==> config.mk <==
export PLATFORM = sky130hd
export DESIGN_NAME = pipe_ctrl
export DESIGN_NICKNAME = d
export VERILOG_FILES = /design/src/rtl/pipe_ctrl.sv
export SDC_FILE = /design/constraint.sdc
export NUM_CORES = 1
export LEC_CHECK = 0
export BUFFER_PORTS_ARGS = -buffer_cell sky130_fd_sc_hd__buf_2
export CAP_MARGIN = 20
export CORE_ASPECT_RATIO = 1.25
export CORE_UTILIZATION = 57
export CTS_BUF_LIST = sky130_fd_sc_hd__clkbuf_16
export CTS_CLUSTER_DIAMETER = 30
export CTS_CLUSTER_SIZE = 10
export DETAILED_ROUTE_END_ITERATION = 6
export GPL_ROUTABILITY_DRIVEN = 0
export GPL_TIMING_DRIVEN = 0
export PLACE_DENSITY = 0.95
export SETUP_SLACK_MARGIN = 0.3
export SLEW_MARGIN = 0
export SYNTH_ARGS = -nofsm -noshare
export SYNTH_HDL_FRONTEND = slang
export SYNTH_SLANG_ARGS = --single-unit
==> constraint.sdc <==
create_clock -name clk -period 8 [get_ports clk]
set_clock_uncertainty 0.2 [all_clocks]
set_input_delay 1.2 -clock clk [delete_from_list [all_inputs] [get_ports clk]]
set_output_delay 1.2 -clock clk [all_outputs]
set_load 0.03 [all_outputs]
==> src/rtl/pipe_ctrl.sv <==
// Pipeline sequencing controller: load-use scoreboard, stall arbitration,
// branch/jump flush queueing and a saturating stall-cycle counter.
module pipe_ctrl #(
  parameter int REG_NUM = 32,
  parameter int ADDR_W  = 5,
  parameter int PC_W    = 32,
  parameter int CNT_W   = 32
) (
  input  logic              clk,
  input  logic              rst,
  input  logic              stallreq_from_id,
  input  logic              stallreq_from_ex,
  input  logic              stallreq_from_mem,
  input  logic              id_reg1_read_i,
  input  logic [ADDR_W-1:0] id_reg1_addr_i,
  input  logic              id_reg2_read_i,
  input  logic [ADDR_W-1:0] id_reg2_addr_i,
  input  logic              id_wreg_i,
  input  logic [ADDR_W-1:0] id_wd_i,
  input  logic              id_is_load_i,
  input  logic              mem_load_done_i,
  input  logic [ADDR_W-1:0] mem_load_wd_i,
  input  logic              flush_req_i,
  input  logic [PC_W-1:0]   flush_target_i,
  output logic [5:0]        stall,
  output logic              flush,
  output logic [PC_W-1:0]   new_pc,
  output logic              sb_stall_o,
  output logic [CNT_W-1:0]  stall_cnt_o
);

  logic [REG_NUM-1:0] pending_q, pending_d;
  logic               pend_flush_q, pend_flush_d;
  logic [PC_W-1:0]    pend_pc_q, pend_pc_d;
  logic [CNT_W-1:0]   cnt_q, cnt_d;
  logic               hard_stall;
  logic               issue;

  assign hard_stall  = stallreq_from_mem | stallreq_from_ex;
  assign stall_cnt_o = cnt_q;

  // A flush is only taken when mem/ex are not holding the pipe; it overrides
  // the decode stall because the instruction in id is being killed anyway.
  always_comb begin
    sb_stall_o = 1'b0;
    stall      = 6'b000000;
    flush      = 1'b0;
    new_pc     = '0;
    if (rst) begin
      sb_stall_o = (id_reg1_read_i & pending_q[id_reg1_addr_i]) |
                   (id_reg2_read_i & pending_q[id_reg2_addr_i]);
      if (stallreq_from_mem) begin
        stall = 6'b011111;
      end else if (stallreq_from_ex) begin
        stall = 6'b001111;
      end else if (flush_req_i || pend_flush_q) begin
        flush  = 1'b1;
        new_pc = flush_req_i ? flush_target_i : pend_pc_q;
      end else if (stallreq_from_id || sb_stall_o) begin
        stall = 6'b000111;
      end
    end
  end

  assign issue = ~stall[2] & ~flush;

  // Clear first, then set, so a same-cycle set of the same register wins.
  always_comb begin
    pending_d = pending_q;
    if (mem_load_done_i && (mem_load_wd_i != '0)) begin
      pending_d[mem_load_wd_i] = 1'b0;
    end
    if (issue && id_wreg_i && id_is_load_i && (id_wd_i != '0)) begin
      pending_d[id_wd_i] = 1'b1;
    end
    pending_d[0] = 1'b0;
  end

  always_comb begin
    pend_flush_d = pend_flush_q;
    pend_pc_d    = pend_pc_q;
    if (hard_stall && flush_req_i) begin
      pend_flush_d = 1'b1;
      pend_pc_d    = flush_target_i;
    end else if (flush) begin
      pend_flush_d = 1'b0;
    end
  end

  always_comb begin
    cnt_d = cnt_q;
    if ((stall != 6'b000000) && (cnt_q != {CNT_W{1'b1}})) begin
      cnt_d = cnt_q + {{(CNT_W-1){1'b0}}, 1'b1};
    end
  end

  always_ff @(posedge clk or negedge rst) begin
    if (!rst) begin
      pending_q    <= '0;
      pend_flush_q <= 1'b0;
      pend_pc_q    <= '0;
      cnt_q        <= '0;
    end else begin
      pending_q    <= pending_d;
      pend_flush_q <= pend_flush_d;
      pend_pc_q    <= pend_pc_d;
      cnt_q        <= cnt_d;
    end
  end

endmodule

== Word level (Yosys, flattened, before mapping) ==
Index checks and enable logic that the tools add are counted.

* Bits in registers: 96
* Input bits: 63
* Word-level logic and storage cells: 63

* Add/sub/neg operators: 1
* Magnitude comparators: 6
* Equal/unequal tests: 1
* Multiplexer cells: 27
* Bitwise operators: 10
* Reductions and logical operators: 14

{| class="wikitable"
|+ Operators with widths
! cell !! number
|-
| two-way mux 32 bit || 7
|-
| adder 32 x 1 -> 32 bit, second input constant || 1
|-
| AND 32 bit || 1
|-
| inequality test 32 bit, second input constant || 1
|-
| NOT 32 bit || 1
|-
| OR 32 bit || 1
|-
| less-than comparator 5 x 6 -> 1 bit, second input constant || 4
|-
| two-way mux 1 bit || 11
|-
| binary-select mux 1 bit (select 5 bit) || 2
|-
| demux 1 bit (select 5 bit) || 2
|-
| >= comparator 5 x 1 -> 1 bit, second input constant || 2
|-
| two-way mux 5 bit || 2
|-
| nonzero test 5 bit || 2
|-
| logical AND 1 bit || 8
|-
| two-way mux 3 bit || 2
|-
| nonzero test 6 bit || 1
|-
| two-way mux 4 bit || 1
|-
| AND 1 bit || 3
|-
| logical OR 1 bit || 2
|-
| NOT 1 bit || 2
|-
| OR 1 bit || 2
|-
| nonzero test 2 bit || 1
|}

== Logic depth before layout (Yosys ltp) ==
Gate-level depths: netlist (run 1).

* Word-level depth: 16
* Mapped depth: 10

== Least setup slack after synthesis (run 1) ==
No wires, ideal clock.

* Kind: input-to-output
* From: input id_reg1_addr_i[1]
* To: output stall[1]
* Arrival: 3,278 ps
* Setup slack: 3,322 ps
* Stages: 9
* Path through: buf_6 -> mux4_2 -> a2bb2oi_1 -> a221oi_1 -> a41oi_2 -> a221oi_2 -> or2_2 -> nand2_1 -> buf_4

* Cells in the longest elaborated chain, start to end: 10

{| class="wikitable"
|+ Ends and longest elaborated chain
! item !! RTL line !! text
|-
| start, declared || 15 || <nowiki>input logic [ADDR_W-1:0] id_reg1_addr_i,</nowiki>
|-
| binary-select mux 1 bit (select 5 bit) || 50 || <nowiki>sb_stall_o = (id_reg1_read_i & pending_q[id_reg1_addr_i]) |</nowiki>
|-
| two-way mux 1 bit (implied by the code) || 50 ||
|-
| AND 1 bit || 50 ||
|-
| OR 1 bit || 50 ||
|-
| logical OR 1 bit || 59 || <nowiki>end else if (stallreq_from_id || sb_stall_o) begin</nowiki>
|-
| two-way mux 3 bit || 59 ||
|-
| two-way mux 3 bit || 56 || <nowiki>end else if (flush_req_i || pend_flush_q) begin</nowiki>
|-
| two-way mux 4 bit || 54 || <nowiki>end else if (stallreq_from_ex) begin</nowiki>
|-
| two-way mux 5 bit || 52 || <nowiki>if (stallreq_from_mem) begin</nowiki>
|-
| two-way mux 5 bit || 49 || <nowiki>if (rst) begin</nowiki>
|-
| end, declared || 25 || <nowiki>output logic [5:0] stall,</nowiki>
|}

No other way between the ends. The select of a mux whose other input is x is not followed.

== Worst setup path after layout (run 1) ==
Ends and elaborated chain as after synthesis.

==> impl_metrics.json, run 1 <==
{
  "ys.flop_type": "dfrtp_1",
  "dr.pass1.iters": 5,
  "die_w_um": 87.25,
  "p_int_w": 0.0008971,
  "path_cells": "buf_6 > mux4_2 > a2bb2oi_1 > a221oi_1 > a41oi_2 > a221oi_2 > or2_2 > nand2_1 > buf_4 > buf_2",
  "regToRegEndpoint": "stall_cnt_o[1]",
  "syn_avg_cell_area_um2": 10.72,
  "yosys-top-cells-area": "dfrtp_1 (46%), mux2i_1 (7.9%), mux2_2 (7.6%)",
  "p_per_area_nw_per_um2": 204.9,
  "synth-edff-count": 0,
  "ant_nets": 0,
  "grt_max_degree": 72,
  "cellLeakagePower_nw": 2.987,
  "hold_buffers": 0,
  "max_slew_margin_pct": 31.56,
  "io_pins": 135,
  "crit_end": "stall[1]",
  "p_comb_share_pct": 21.6,
  "final_nets": 686,
  "cts_tree": "built",
  "synth_nets": 547,
  "grt_pass1_wl_um": 21180,
  "io_buffers": 127,
  "grt-ovfl-total": 0,
  "r2r_slack_ns": 4.74,
  "avgViaCountPerCell": 6.009,
  "rsz0062_at_grt": "no",
  "holdWs_ns": 0.2779,
  "ys_ff_latch": 96,
  "finalSetupViolCount": 0,
  "setup_tns_ns": 0,
  "wl_um": 13360,
  "r2r_start": "stall_cnt_o[0]",
  "dp.cells": 731,
  "cts_htree_levels": 3,
  "max_stage_delay_ns": 0.52,
  "switching_share_pct": 30.21,
  "clockBufferDepth": 2,
  "layout_min_cycle_time_ns": 4.878,
  "yosysTopAreaCellShare_pct": 46.40,
  "placed_area_um2": 5993,
  "synth_top_area_cell": "dfrtp_1",
  "cp.arrival_ns": 3.48,
  "synth.top_cells.by_count": "dfrtp_1 (96), o21ai_0 (48), nor2_1 (42)",
  "wl_per_cell_um": 17.88,
  "startpoint": "id_reg1_addr_i[1]",
  "synth_area_um2": 5177,
  "drtIter0Drc": 261,
  "antenna_found_initial": 0,
  "min_path_type": "reg -> reg",
  "cp.required_ns": 6.60,
  "row_count": 38,
  "crit_type": "in -> out",
  "area_growth_pct": 21.19,
  "final_cell_area_um2": 6275,
  "start_util_pct": 59.18,
  "slowest_stage": "mux4_2",
  "worst_slew_pin_slew_ns": 1.019,
  "num_vias": 4489,
  "synth_cells": 483,
  "multi_input_area_um2": 2623,
  "cts-root-buf": "clkbuf_16",
  "async_reset_ff_share_pct": 100.0,
  "path_max_fanout": 10,
  "stdcell_count": 747,
  "drc": 0,
  "clock.fmax_ghz": 0.2050,
  "seq_area_frac_synth_pct": 46.40,
  "synth_cell_types": 46,
  "hold_viol_final": 0,
  "clk_pin_slew_worst_paths_ns": 0.06,
  "drive_gt1_share_pct": 33.49,
  "startpoint_type": "primary input",
  "p_switching_w": 0.0003884,
  "max-vdd-ir-drop_uv": 251.3,
  "cts_setup_buffers": 0,
  "post-synth-top-count-cell": "dfrtp_1",
  "clkLatencyLatePin_ns": 0.34,
  "n_antenna_cell": 0,
  "end_kind": "output port",
  "grtUsageTotal_pct": 29.47,
  "finalCritPeriodShare_pct": 60.97,
  "cts_resized": 0,
  "dp_hpwl_um": 9683,
  "ff2ff_path_depth": 9,
  "num-fill-cells": 671,
  "p_seq_share_pct": 46.3,
  "p_clk_share_pct": 32.1,
  "die_y_um": 108.6,
  "first_global_vias": 4502,
  "seqCellArea_um2": 2402,
  "numCtsBuffers": 9,
  "status": "finished clean",
  "cts.sink_count": 96,
  "slew_violations": 0,
  "maxCapViolCount": 0,
  "fp.coreArea_um2": 8748,
  "dieArea_um2": 9471,
  "ys_warn_count": 0
}
## cells in the final DEF (no fill, tap or decap), types with 9 or more instances in the layout
cell,synthesis,final
xnor2_1,29,29
nor2_1,42,42
and3_1,14,14
nand2_1,22,22
clkbuf_16,0,9
dfrtp_1,96,96
mux2i_1,41,41
inv_1,8,11
o21ai_0,48,48
nand3_1,26,26
o21ai_1,11,11
buf_2,5,131
mux4_2,11,11
nand4_1,19,19
clkbuf_1,11,11
mux2_2,35,35
## routing by layer
layer / wire length, µm / GRT usage, % / vias to the layer above / share of wire (%)
li1: - / - / 2043 / -
met1: 5070 / 34.82 / 2200 / 38
met2: 6858 / 50.28 / 202 / 51
met3: 877 / 4.656 / 44 / 6.6
met4: 548 / 17.68 / 0 / 4.1
met5: 0 / 0 / - / 0
## power groups by stage
stage	Sequential, W	Clock [W]	Combinational [W]
2_1_floorplan	0.000618	0	0.000160
3_3_place_gp	0.000595	0	0.000263
6_report	0.000595	0.000413	0.000278
4_1_cts	0.000593	0.000417	0.000278
3_5_place_dp	0.000601	0	0.000276
5_1_grt	0.000602	0.000435	0.000301
## final cells by class
cell class	count	area share, %
plain buffers	24	1.954
clock buffers	9	3.589
clock inverters	7	0.8973
inverters	8	0.4786
multi-input cells	355	41.79
flip-flops and latches	96	38.29
well taps	120	2.393
repair buffers	128	10.61
## registers in the layout, summed over array words and instances (netlist names)
signal and flops:
pend_pc_q 32, stall_cnt_o 32, pending_q 31, pend_flush_q 1
## cell families after synthesis
| logic type | Yosys count | synth area share [%] |
|---|---|---|
| other cells | 1 | 0.07243 |
| fa+ha+maj | 1 | 0.2416 |
| simple gates | 151 | 14.91 |
| flops | 96 | 46.40 |
| buf+inv | 32 | 2.948 |
| mux | 87 | 20.32 |
| xor+xnor | 30 | 5.075 |
| compound gates | 85 | 10.03 |
## critical path: cells and delay by family
family                 cells  cell delay (ns)
buffers and inverters      3             0.51
muxes                      1             0.52
and+or+nand+nor            2             0.32
AOI/OAI and AO/OA          4             0.94
## per-stage QoR
stage	worst slack (ns)	power (W)	util, %
after floorplan	3.322	0.0007776	-
after global placement	2.425	0.0008580	68.16
final	3.122	0.001285	71.72
after CTS	3.110	0.001287	71.72
after detailed placement	3.121	0.0008771	68.51
after global routing	3.020	0.001338	71.72
## worst min-delay path by stage
stage | from | end | slack [ns] | cells past startpoint
2_1_floorplan | pend_flush_q | pend_flush_q | 0.25 | 2
3_3_place_gp | pend_flush_q | pend_flush_q | 0.26 | 2
3_5_place_dp | pend_flush_q | pend_flush_q | 0.27 | 2
4_1_cts | pend_flush_q | pend_flush_q | 0.28 | 2
5_1_grt | pend_flush_q | pend_flush_q | 0.31 | 2
6_report | pend_flush_q | pend_flush_q | 0.28 | 2
(Power assumes the default switching activity.)
==> inputs of run 2 (changes only) <==
--- a/config.mk
+++ b/config.mk
@@ -8,14 +8,14 @@
 export BUFFER_PORTS_ARGS = -buffer_cell sky130_fd_sc_hd__buf_2
 export CAP_MARGIN = 20
 export CORE_ASPECT_RATIO = 1.25
-export CORE_UTILIZATION = 57
+export CORE_UTILIZATION = 53
 export CTS_BUF_LIST = sky130_fd_sc_hd__clkbuf_16
 export CTS_CLUSTER_DIAMETER = 30
 export CTS_CLUSTER_SIZE = 10
 export DETAILED_ROUTE_END_ITERATION = 6
 export GPL_ROUTABILITY_DRIVEN = 0
 export GPL_TIMING_DRIVEN = 0
-export PLACE_DENSITY = 0.95
+export PLACE_DENSITY = 0.9
 export SETUP_SLACK_MARGIN = 0.3
 export SLEW_MARGIN = 0
 export SYNTH_ARGS = -nofsm -noshare
==> constraint.sdc (replaced) <==
create_clock -name clk -period 4.6 [get_ports clk]
set_clock_uncertainty 0.2 [all_clocks]
set_input_delay 0.69 -clock clk [delete_from_list [all_inputs] [get_ports clk]]
set_output_delay 0.69 -clock clk [all_outputs]
set_load 0.03 [all_outputs]
==> impl_metrics.json, run 2 (same netlist as run 1, synthesis figures left out) <==
{
  "slowest_stage": "mux4_2",
  "hold_viol_final": 0,
  "max-vdd-ir-drop_uv": 392.7,
  "cts_htree_levels": 3,
  "first_global_vias": 4621,
  "row_count": 39,
  "wl_per_cell_um": 17.58,
  "crit_path_frequent_cell": "buf_2",
  "p_per_area_nw_per_um2": 361.6,
  "slew_violations": 0,
  "startpoint_type": "primary input",
  "setup_tns_ns": 0,
  "path_max_fanout": 6,
  "cp.required_ns": 3.71,
  "r2r_slack_ns": 1.42,
  "area_growth_pct": 21.80,
  "cellLeakagePower_nw": 2.987,
  "dieArea_um2": 10170,
  "numCtsBuffers": 9,
  "rsz0062_at_grt": "no",
  "grt_pass1_wl_um": 22030,
  "min_path_type": "in -> async",
  "cts_setup_buffers": 0,
  "avgViaCountPerCell": 5.988,
  "layout_min_cycle_time_ns": 3.931,
  "antenna_found_initial": 0,
  "cp.arrival_ns": 3.04,
  "grt_max_degree": 53,
  "dp_hpwl_um": 9725,
  "cts.sink_count": 96,
  "drc": 0,
  "cts_resized": 0,
  "drtIter0Drc": 293,
  "start_util_pct": 55.55,
  "ant_nets": 0,
  "clock.fmax_ghz": 0.2544,
  "worst_slew_pin_slew_ns": 0.8655,
  "status": "finished clean",
  "max_stage_delay_ns": 0.51,
  "drive_gt1_share_pct": 34.39,
  "path_cells": "buf_2 > mux4_2 > o21a_1 > a221oi_1 > a41oi_2 > a221oi_2 > or2_2 > nand2_1 > buf_4 > buf_2",
  "num-fill-cells": 717,
  "layout_common_cells": "buf_2 (132), dfrtp_1 (96), o21ai_0 (48), nor2_1 (42), mux2i_1 (41)",
  "clockBufferDepth": 2,
  "max_slew_margin_pct": 41.86,
  "final_nets": 687,
  "finalCritPeriodShare_pct": 85.46,
  "grtUsageTotal_pct": 27.44,
  "end_kind": "output port",
  "num_vias": 4497,
  "wl_um": 13210,
  "cts-root-buf": "clkbuf_16",
  "io_pins": 135,
  "fp.coreArea_um2": 9320,
  "clk_pin_slew_worst_paths_ns": 0.06,
  "clkLatencyLatePin_ns": 0.35,
  "grt-ovfl-total": 0,
  "die_y_um": 112.5,
  "n_antenna_cell": 0,
  "maxCapViolCount": 0,
  "final_common_cell": "buf_2",
  "die_w_um": 90.40,
  "finalSetupViolCount": 0,
  "cts_tree": "built",
  "crit_type": "in -> out",
  "hold_buffers": 0,
  "power.total_w": 0.002280,
  "io_buffers": 127,
  "dr.pass1.iters": 5
}
## run 2: changes by cell type in the layout (fill, tap and decap cells not counted)
cell        previous run  this run
inv_1                 11         8
clkinvlp_4             1         3
buf_2                131       132
inv_6                  0         2
clkinv_1               2         0
clkinv_4               0         1
## run 2: layout make-up
class / count / area (µm²) / share of cell area [%]
well taps: 123 / 153.9 / 2.440
inverters: 8 / 30.03 / 0.4762
clock inverters: 7 / 78.83 / 1.250
clock buffers: 9 / 225.2 / 3.571
plain buffers: 24 / 122.6 / 1.944
multi-input cells: 355 / 2623 / 41.59
repair buffers: 129 / 670.6 / 10.63
flip-flops and latches: 96 / 2402 / 38.10
## run 2: per-layer routing
layer | routed length (µm) | global-route usage, % | vias up
li1 | - | - | 2035
met1 | 5010 | 32.25 | 2206
met2 | 6790 | 46.82 | 230
met3 | 1121 | 8.130 | 26
met4 | 284 | 11.72 | 0
met5 | 0 | 0 | -
## run 2: where the power goes
part / switching (W) / total, W / internal [W] / leakage [nW]
Sequential: 0.0000878 / 0.00103 / 0.000946 / 1.23
Clock: 0.000336 / 0.000762 / 0.000426 / 0.139
Combinational: 0.000283 / 0.000485 / 0.000202 / 1.61
Total: 0.000707 / 0.00228 / 0.00157 / 2.99
## run 2: through the flow
| stage | utilization (%) | instance area (µm²) | std cells | worst slack (ns) | hold WS, ns |
|---|---|---|---|---|---|
| after detailed placement | 64.34 | 5997 | 734 | 0.6889 | 0.2744 |
| final | 67.66 | 6306 | 751 | 0.6689 | 0.1707 |
| after global routing | 67.66 | 6306 | 751 | 0.5638 | 0.2184 |
| after CTS | 67.61 | 6301 | 750 | 0.6764 | 0.1923 |
| after floorplan | - | 5177 | 483 | 0.9416 | 0.1944 |
| after global placement | 64.02 | 5967 | 733 | -0.6014 | 0.2632 |
## run 2: worst max-delay path, delay by kind of cell
family / cells / cell delay, ns
compound gates: 4 / 0.99
buf+inv: 3 / 0.51
mux: 1 / 0.51
simple gates: 2 / 0.33
## run 2: path summary, 6_finish.rpt
path                                   startpoint             end  depth (start not counted)
worst max-delay path            id_reg1_addr_i[0]        stall[2]                         10
worst min-delay path                          rst   pending_q[17]                          1
worst max register to register    stall_cnt_o[10]  stall_cnt_o[9]                          9
worst min register to register       pend_flush_q    pend_flush_q                          2
max in group asynchronous                     rst   pend_pc_q[16]                          2
min in group clk                     pend_flush_q    pend_flush_q                          2
